## config.mk

```make
export PLATFORM = sky130hd
export DESIGN_NAME = fll_cfg_apb_if
export DESIGN_NICKNAME = d
export VERILOG_FILES = /design/src/rtl/fll_cfg_apb_if.sv
export SDC_FILE = /design/constraint.sdc
export NUM_CORES = 1
export LEC_CHECK = 0
export BUFFER_PORTS_ARGS = -buffer_cell sky130_fd_sc_hd__clkbuf_2
export CAP_MARGIN = 25
export CORE_UTILIZATION = 52
export DETAILED_ROUTE_END_ITERATION = 10
export GPL_TIMING_DRIVEN = 1
export PLACE_DENSITY = 0.8
export SLEW_MARGIN = 20
export SYNTH_ARGS = -nofsm -noshare
export SYNTH_HDL_FRONTEND = slang
export SYNTH_SLANG_ARGS = --single-unit
```

## constraint.sdc

```tcl
create_clock -name clk_i -period 2.2 [get_ports clk_i]
set_input_delay 0.22 -clock clk_i [delete_from_list [all_inputs] [get_ports clk_i]]
set_output_delay 0.22 -clock clk_i [all_outputs]
set_load 0.02 [all_outputs]
```

## src/rtl/fll_cfg_apb_if.sv

```systemverilog
// APB3 slave bridging SoC register accesses onto the FLL 4-phase cfg_req/cfg_ack port.
// Each handshake phase is bounded by a timeout so a dead FLL fails the APB access instead of hanging it.
module fll_cfg_apb_if #(
  parameter int unsigned TIMEOUT_CYCLES = 256
) (
  input  logic        clk_i,
  input  logic        rstn_i,
  input  logic        psel_i,
  input  logic        penable_i,
  input  logic        pwrite_i,
  input  logic [11:0] paddr_i,
  input  logic [31:0] pwdata_i,
  output logic [31:0] prdata_o,
  output logic        pready_o,
  output logic        pslverr_o,
  output logic        cfg_req_o,
  output logic        cfg_wrn_o,
  output logic [1:0]  cfg_add_o,
  output logic [31:0] cfg_data_o,
  input  logic        cfg_ack_i,
  input  logic [31:0] cfg_r_data_i,
  output logic        timeout_o
);

  typedef enum logic [1:0] {IDLE, REQ, REL, RESP} state_e;

  localparam logic [15:0] CntLast = 16'(TIMEOUT_CYCLES - 1);

  state_e      state_q;
  logic        ack_meta_q, ack_sync_q;
  logic [15:0] cnt_q;
  logic        err_q, timeout_q;
  logic [31:0] rdata_q, prdata_q;
  logic        pready_q, pslverr_q;
  logic        req_q, wrn_q;
  logic [1:0]  add_q;
  logic [31:0] data_q;

  logic        setup_d, addr_fll_d, addr_status_d, cnt_last_d;
  logic [31:0] status_d;

  assign setup_d       = psel_i && !penable_i;
  assign addr_fll_d    = (paddr_i[11:4] == 8'h00);
  assign addr_status_d = (paddr_i == 12'h010);
  assign cnt_last_d    = (cnt_q == CntLast);
  assign status_d      = {30'd0, ack_sync_q, timeout_q};

  always_ff @(posedge clk_i or negedge rstn_i) begin
    if (!rstn_i) begin
      state_q    <= IDLE;
      ack_meta_q <= 1'b0;
      ack_sync_q <= 1'b0;
      cnt_q      <= 16'd0;
      err_q      <= 1'b0;
      timeout_q  <= 1'b0;
      rdata_q    <= 32'd0;
      prdata_q   <= 32'd0;
      pready_q   <= 1'b0;
      pslverr_q  <= 1'b0;
      req_q      <= 1'b0;
      wrn_q      <= 1'b0;
      add_q      <= 2'd0;
      data_q     <= 32'd0;
    end else begin
      ack_meta_q <= cfg_ack_i;
      ack_sync_q <= ack_meta_q;
      cnt_q      <= cnt_q + 16'd1;
      case (state_q)
        IDLE: begin
          cnt_q <= 16'd0;
          if (setup_d) begin
            if (addr_fll_d) begin
              state_q <= REQ;
              req_q   <= 1'b1;
              wrn_q   <= pwrite_i;
              add_q   <= paddr_i[3:2];
              data_q  <= pwdata_i;
              rdata_q <= 32'd0;
            end else begin
              // STATUS and illegal addresses answer locally without touching the FLL
              state_q   <= RESP;
              pready_q  <= 1'b1;
              pslverr_q <= !addr_status_d;
              prdata_q  <= (addr_status_d && !pwrite_i) ? status_d : 32'd0;
              if (addr_status_d && pwrite_i && pwdata_i[0]) timeout_q <= 1'b0;
            end
          end
        end
        REQ: begin
          if (ack_sync_q) begin
            if (!wrn_q) rdata_q <= cfg_r_data_i;
            state_q <= REL;
            req_q   <= 1'b0;
            cnt_q   <= 16'd0;
          end else if (cnt_last_d) begin
            err_q     <= 1'b1;
            timeout_q <= 1'b1;
            state_q   <= REL;
            req_q     <= 1'b0;
            cnt_q     <= 16'd0;
          end
        end
        REL: begin
          if (!ack_sync_q || cnt_last_d) begin
            state_q   <= RESP;
            cnt_q     <= 16'd0;
            pready_q  <= 1'b1;
            pslverr_q <= err_q || ack_sync_q;
            prdata_q  <= wrn_q ? 32'd0 : rdata_q;
            if (ack_sync_q) begin
              err_q     <= 1'b1;
              timeout_q <= 1'b1;
            end
          end
        end
        default: begin
          state_q   <= IDLE;
          cnt_q     <= 16'd0;
          pready_q  <= 1'b0;
          pslverr_q <= 1'b0;
          prdata_q  <= 32'd0;
          err_q     <= 1'b0;
        end
      endcase
    end
  end

  assign prdata_o   = prdata_q;
  assign pready_o   = pready_q;
  assign pslverr_o  = pslverr_q;
  assign cfg_req_o  = req_q;
  assign cfg_wrn_o  = wrn_q;
  assign cfg_add_o  = add_q;
  assign cfg_data_o = data_q;
  assign timeout_o  = timeout_q;

endmodule

```

==> summary.txt <==
Power
  • Reg power frac: between 30% and 40%
  • Internal portion of total power: 5.919 mW
  • Combinational fraction of design power: 33.4%
  • Total design power: 9.039 mW
  • Power density cells: 1193 nW/um2
  • Switching fraction of total power: around a third
  • Total leakage power: 3.916 nW
  • Net switching power figure: between 3 and 4 mW
  • Maximum vdd drop: 571.4 uV
  • Portion of total power attributed to the clock network: 31.4%

Global route
  • Wire length of the first global-routing pass: between 20,000 and 25,000 um
  • Residual overflow from global routing: 0
  • Vias in the first global route: slightly below 5,000
  • Overall routing resource usage: between 20 and 30%
  • Number of antenna violations at the first check in global routing: 0
  • Pin count of the biggest net entering global routing: 53

Timing
  • Number of max-slew violations in the final report: 0
  • Pin slew with the least headroom to its limit: 511.1 ps
  • Worst Clk Skew: 9.677 ps
  • Sum of negative setup slack: 0 ps
  • Final setup violation count: 0
  • Fin crit period: between 2000 and 2500 ps
  • Max Fclk: 488.7 MHz
  • Slew margin rel.: 65.93%
  • Final hold violation count: 0
  • RSZ-0062 raised after global routing: no
  • Fin crit share: 93.02%

Critical path
  • Cell class contributing the biggest share of worst-path delay: simple AND/OR/NAND/NOR gates
  • Startpoint types: flop
  • Arrival time worst endpoint: 2490 ps
  • Critical path buffers and inverters: 1
  • Longest individual stage delay on the worst path: 390 ps
  • Kind of end point of the critical path: flop
  • Maximum fanout count along the critical path: 15
  • Slowest cell on the critical path: sky130_fd_sc_hd__dfrtp_1
  • Cell Chain, Critical Path: ha_1 > nand4_1 > and4b_1 > o221ai_4 > clkbuf_16 > mux2i_1
  • Required time of the critical path: 2640 ps
  • FF-to-FF path depth: 6
  • Cell depth of the worst setup path: 6
  • Start-to-end type of the worst setup path: reg -> reg

Min path
  • Hold-critical path depth: 5
  • Type of the worst min-delay path: in -> reg

Drt
  • Final wirelength: about 14,000 um
  • Overall via count from detail_route: 4,649
  • Number of DRC violations after detailed-routing iteration 0: 186
  • Average wire per cell in the routed design: 16.08 um
  • 1st-pass router iterations: 5
  • DRC violation count after routing: 0
  • Antenna violation net count after detailed routing: 0
  • Via/cell ratio: 5.289

Floorplan
  • Die outline area: roughly 11,000 um2
  • Floorplan row count: 36
  • Initial cell density of the core: a little over half
  • I/O pin count: 153
  • Vert. Die Dim: 102.9 um
  • Chip width: 102.9 um
  • Core area: 9819 um2

Final layout
  • Layout net count: 821
  • Post-route design area: between 7000 and 8000 um2
  • Fraction of final layout cells sized beyond drive strength 1: 27.75%
  • Final antenna diode count: 0
  • Post-route core utilization: 77.15%
  • Non-filler instance count after layout: 879
  • Area added between synthesis and finish: 43.04%
  • Number of fill cells: 604

Place
  • Placed inst area: 6255 um2
  • Count of buffers inserted at the top-level ports: roughly 150
  • Post-placement cell count: 778
  • DPL Wire Length: 8336 um
  • GPL Wtd Cong: 0.8886

CTS
  • H-Tree Level Count: 4
  • Max Root-Sink Buffers: 2
  • Clock tree root driver cell: sky130_fd_sc_hd__clkbuf_8
  • Clk_lat worst skew: around 520 ps
  • Clock transition at the registers of the reported paths: roughly 60 ps
  • CTS tree: done
  • Number of buffers created by CTS: 17
  • Sink count of the clock tree: 124
  • Cells resized by post-CTS repair: 0

Yosys
  • Largest area contributor in the synthesized netlist: sky130_fd_sc_hd__dfrtp_1
  • Average cell area after synthesis: 10.49 um2
  • Post-Syn Instances: 505
  • Most common cell in the synthesized netlist: sky130_fd_sc_hd__nand2_1
  • FF+latch count, synth: 124
  • Commonest register cell after synthesis: sky130_fd_sc_hd__dfrtp_1
  • Share of the yosys chip area belonging to registers: 58.59%
  • Post-synthesis instance area: 5296 um2
  • Top cells by area in the synthesized netlist: sky130_fd_sc_hd__dfrtp_1 (59%), sky130_fd_sc_hd__nand2_1 (10%), sky130_fd_sc_hd__mux2i_1 (6.0%)
  • Post-synth cell types: 46
  • Synth Warn #: 0
  • Post-synthesis async set-or-reset flop share: 100.0%
  • Number of synthesized flops with an enable pin: 0
  • Share of the synthesized area in the top cell type: 58.59%
  • Top cell types by occurrence after synthesis: sky130_fd_sc_hd__nand2_1 (143), sky130_fd_sc_hd__dfrtp_1 (124), sky130_fd_sc_hd__inv_1 (41), sky130_fd_sc_hd__a22o_1 (32), sky130_fd_sc_hd__mux2i_1 (32)
  • Net Count, Synth: 592

Flow run
  • Max Cap Violations: 0

Run status
  • Status: complete, no violations
-- stage by stage --
stage / hold WS (ps) / setup WS, ps
finish: 187.2 / 153.6
global route: 205.1 / 11.09
CTS: 173.6 / 101.3
detailed placement: 219.5 / 122.9
global placement: 218.9 / 248.7
floorplan: -75.59 / 337.4
-- state kept, by name, indices dropped and copies added, names as in the netlist, 2 cells and up --
| signal | count |
|---|---|
| cfg_add_o | 2 |
| cnt_q | 16 |
| rdata_q | 32 |
| state_q | 2 |
| cfg_data_o | 32 |
| prdata_o | 32 |
-- worst reg2reg max path, delay by kind of cell, from the launching register on --
family	cells	cell delay (ps)
compound gates	1	360
simple gates	2	470
flops	1	390
fa+ha+maj	1	250
mux	1	210
buf+inv	1	280
-- repair_timing --
action,4_1_cts,5_1_grt
setup endpoints to repair,0,9
hold buffers,69,0
hold endpoints to repair,104,0
setup buffers,0,0
-- final cells by class --
cell class | count | area (um2) | share of cell area [%]
sequential | 124 | 3103 | 40.96
multi-input combinational | 316 | 1928 | 25.45
timing repair buffer | 234 | 1619 | 21.37
clock buffer | 19 | 441.7 | 5.830
tap | 133 | 166.4 | 2.197
clock inverter | 12 | 163.9 | 2.163
inverter | 41 | 153.9 | 2.031
-- placed cells by master, fill, tap and decap left out, types with 2 or more instances in the layout --
cell,count
sky130_fd_sc_hd__bufinv_16,3
sky130_fd_sc_hd__or4_1,2
sky130_fd_sc_hd__clkbuf_2,151
sky130_fd_sc_hd__inv_1,41
sky130_fd_sc_hd__clkbuf_16,17
sky130_fd_sc_hd__ha_1,5
sky130_fd_sc_hd__and3_1,4
sky130_fd_sc_hd__o21ai_0,10
sky130_fd_sc_hd__a31oi_1,2
sky130_fd_sc_hd__nand2_1,143
sky130_fd_sc_hd__buf_12,4
sky130_fd_sc_hd__clkinvlp_4,4
sky130_fd_sc_hd__xnor2_1,5
sky130_fd_sc_hd__dlygate4sd3_1,69
sky130_fd_sc_hd__nor2_1,19
sky130_fd_sc_hd__inv_6,2
sky130_fd_sc_hd__clkbuf_8,3
sky130_fd_sc_hd__mux2_2,4
sky130_fd_sc_hd__nand3_1,8
sky130_fd_sc_hd__xor2_1,7
sky130_fd_sc_hd__mux2i_1,32
sky130_fd_sc_hd__buf_4,9
sky130_fd_sc_hd__and4_1,2
sky130_fd_sc_hd__nor4_1,3
sky130_fd_sc_hd__a22o_1,32
sky130_fd_sc_hd__a21oi_1,4
sky130_fd_sc_hd__a22oi_1,3
sky130_fd_sc_hd__nor3_1,3
sky130_fd_sc_hd__nand4_1,7
sky130_fd_sc_hd__clkinv_4,3
sky130_fd_sc_hd__dfrtp_1,124
-- power groups by stage --
stage / combinational (mW) / sequential (mW) / clock [mW]
final: 3.02 / 3.18 / 2.84
after global routing: 3.26 / 3.24 / 2.99
after CTS: 2.91 / 3.16 / 2.85
after detailed placement: 2.79 / 3.19 / 0
after global placement: 2.71 / 3.16 / 0
after floorplan: 1.61 / 3.47 / 0
-- routing by layer --
metal | up-vias | routed length, um | part of all wire, % | track usage [%]
met1 | 2255 | 5620 | 40 | 33.00
met5 | - | 0 | 0 | 0
met4 | 0 | 309 | 2.2 | 11.27
li1 | 2134 | - | - | -
met2 | 225 | 7095 | 50 | 47.85
met3 | 35 | 1112 | 7.9 | 9.288
-- final timing paths --
check	start	to	slack [ps]
max in group asynchronous	rstn_i	cnt_q[7]$_DFF_PN0_	1330
hold / removal	paddr_i[4]	state_q[1]$_DFFE_PN0P_	190
setup reg to reg	cnt_q[0]$_DFF_PN0_	prdata_o[15]$_DFFE_PN0P_	150
setup / recovery	cnt_q[0]$_DFF_PN0_	prdata_o[15]$_DFFE_PN0P_	150
hold reg to reg	ack_meta_q$_DFF_PN0_	ack_sync_q$_DFF_PN0_	350
min in group asynchronous	rstn_i	prdata_o[26]$_DFFE_PN0P_	210
-- cell families after synthesis --
kind of cell | synth area share (%)
AND/OR/NAND/NOR | 16.84
flip-flops | 58.59
buffers and inverters | 5.339
AO/OA/AOI/OAI | 9.166
multiplexers | 6.898
XOR/XNOR | 1.984
adder cells (fa/ha/maj) | 1.181
(Power assumes the default switching activity.)
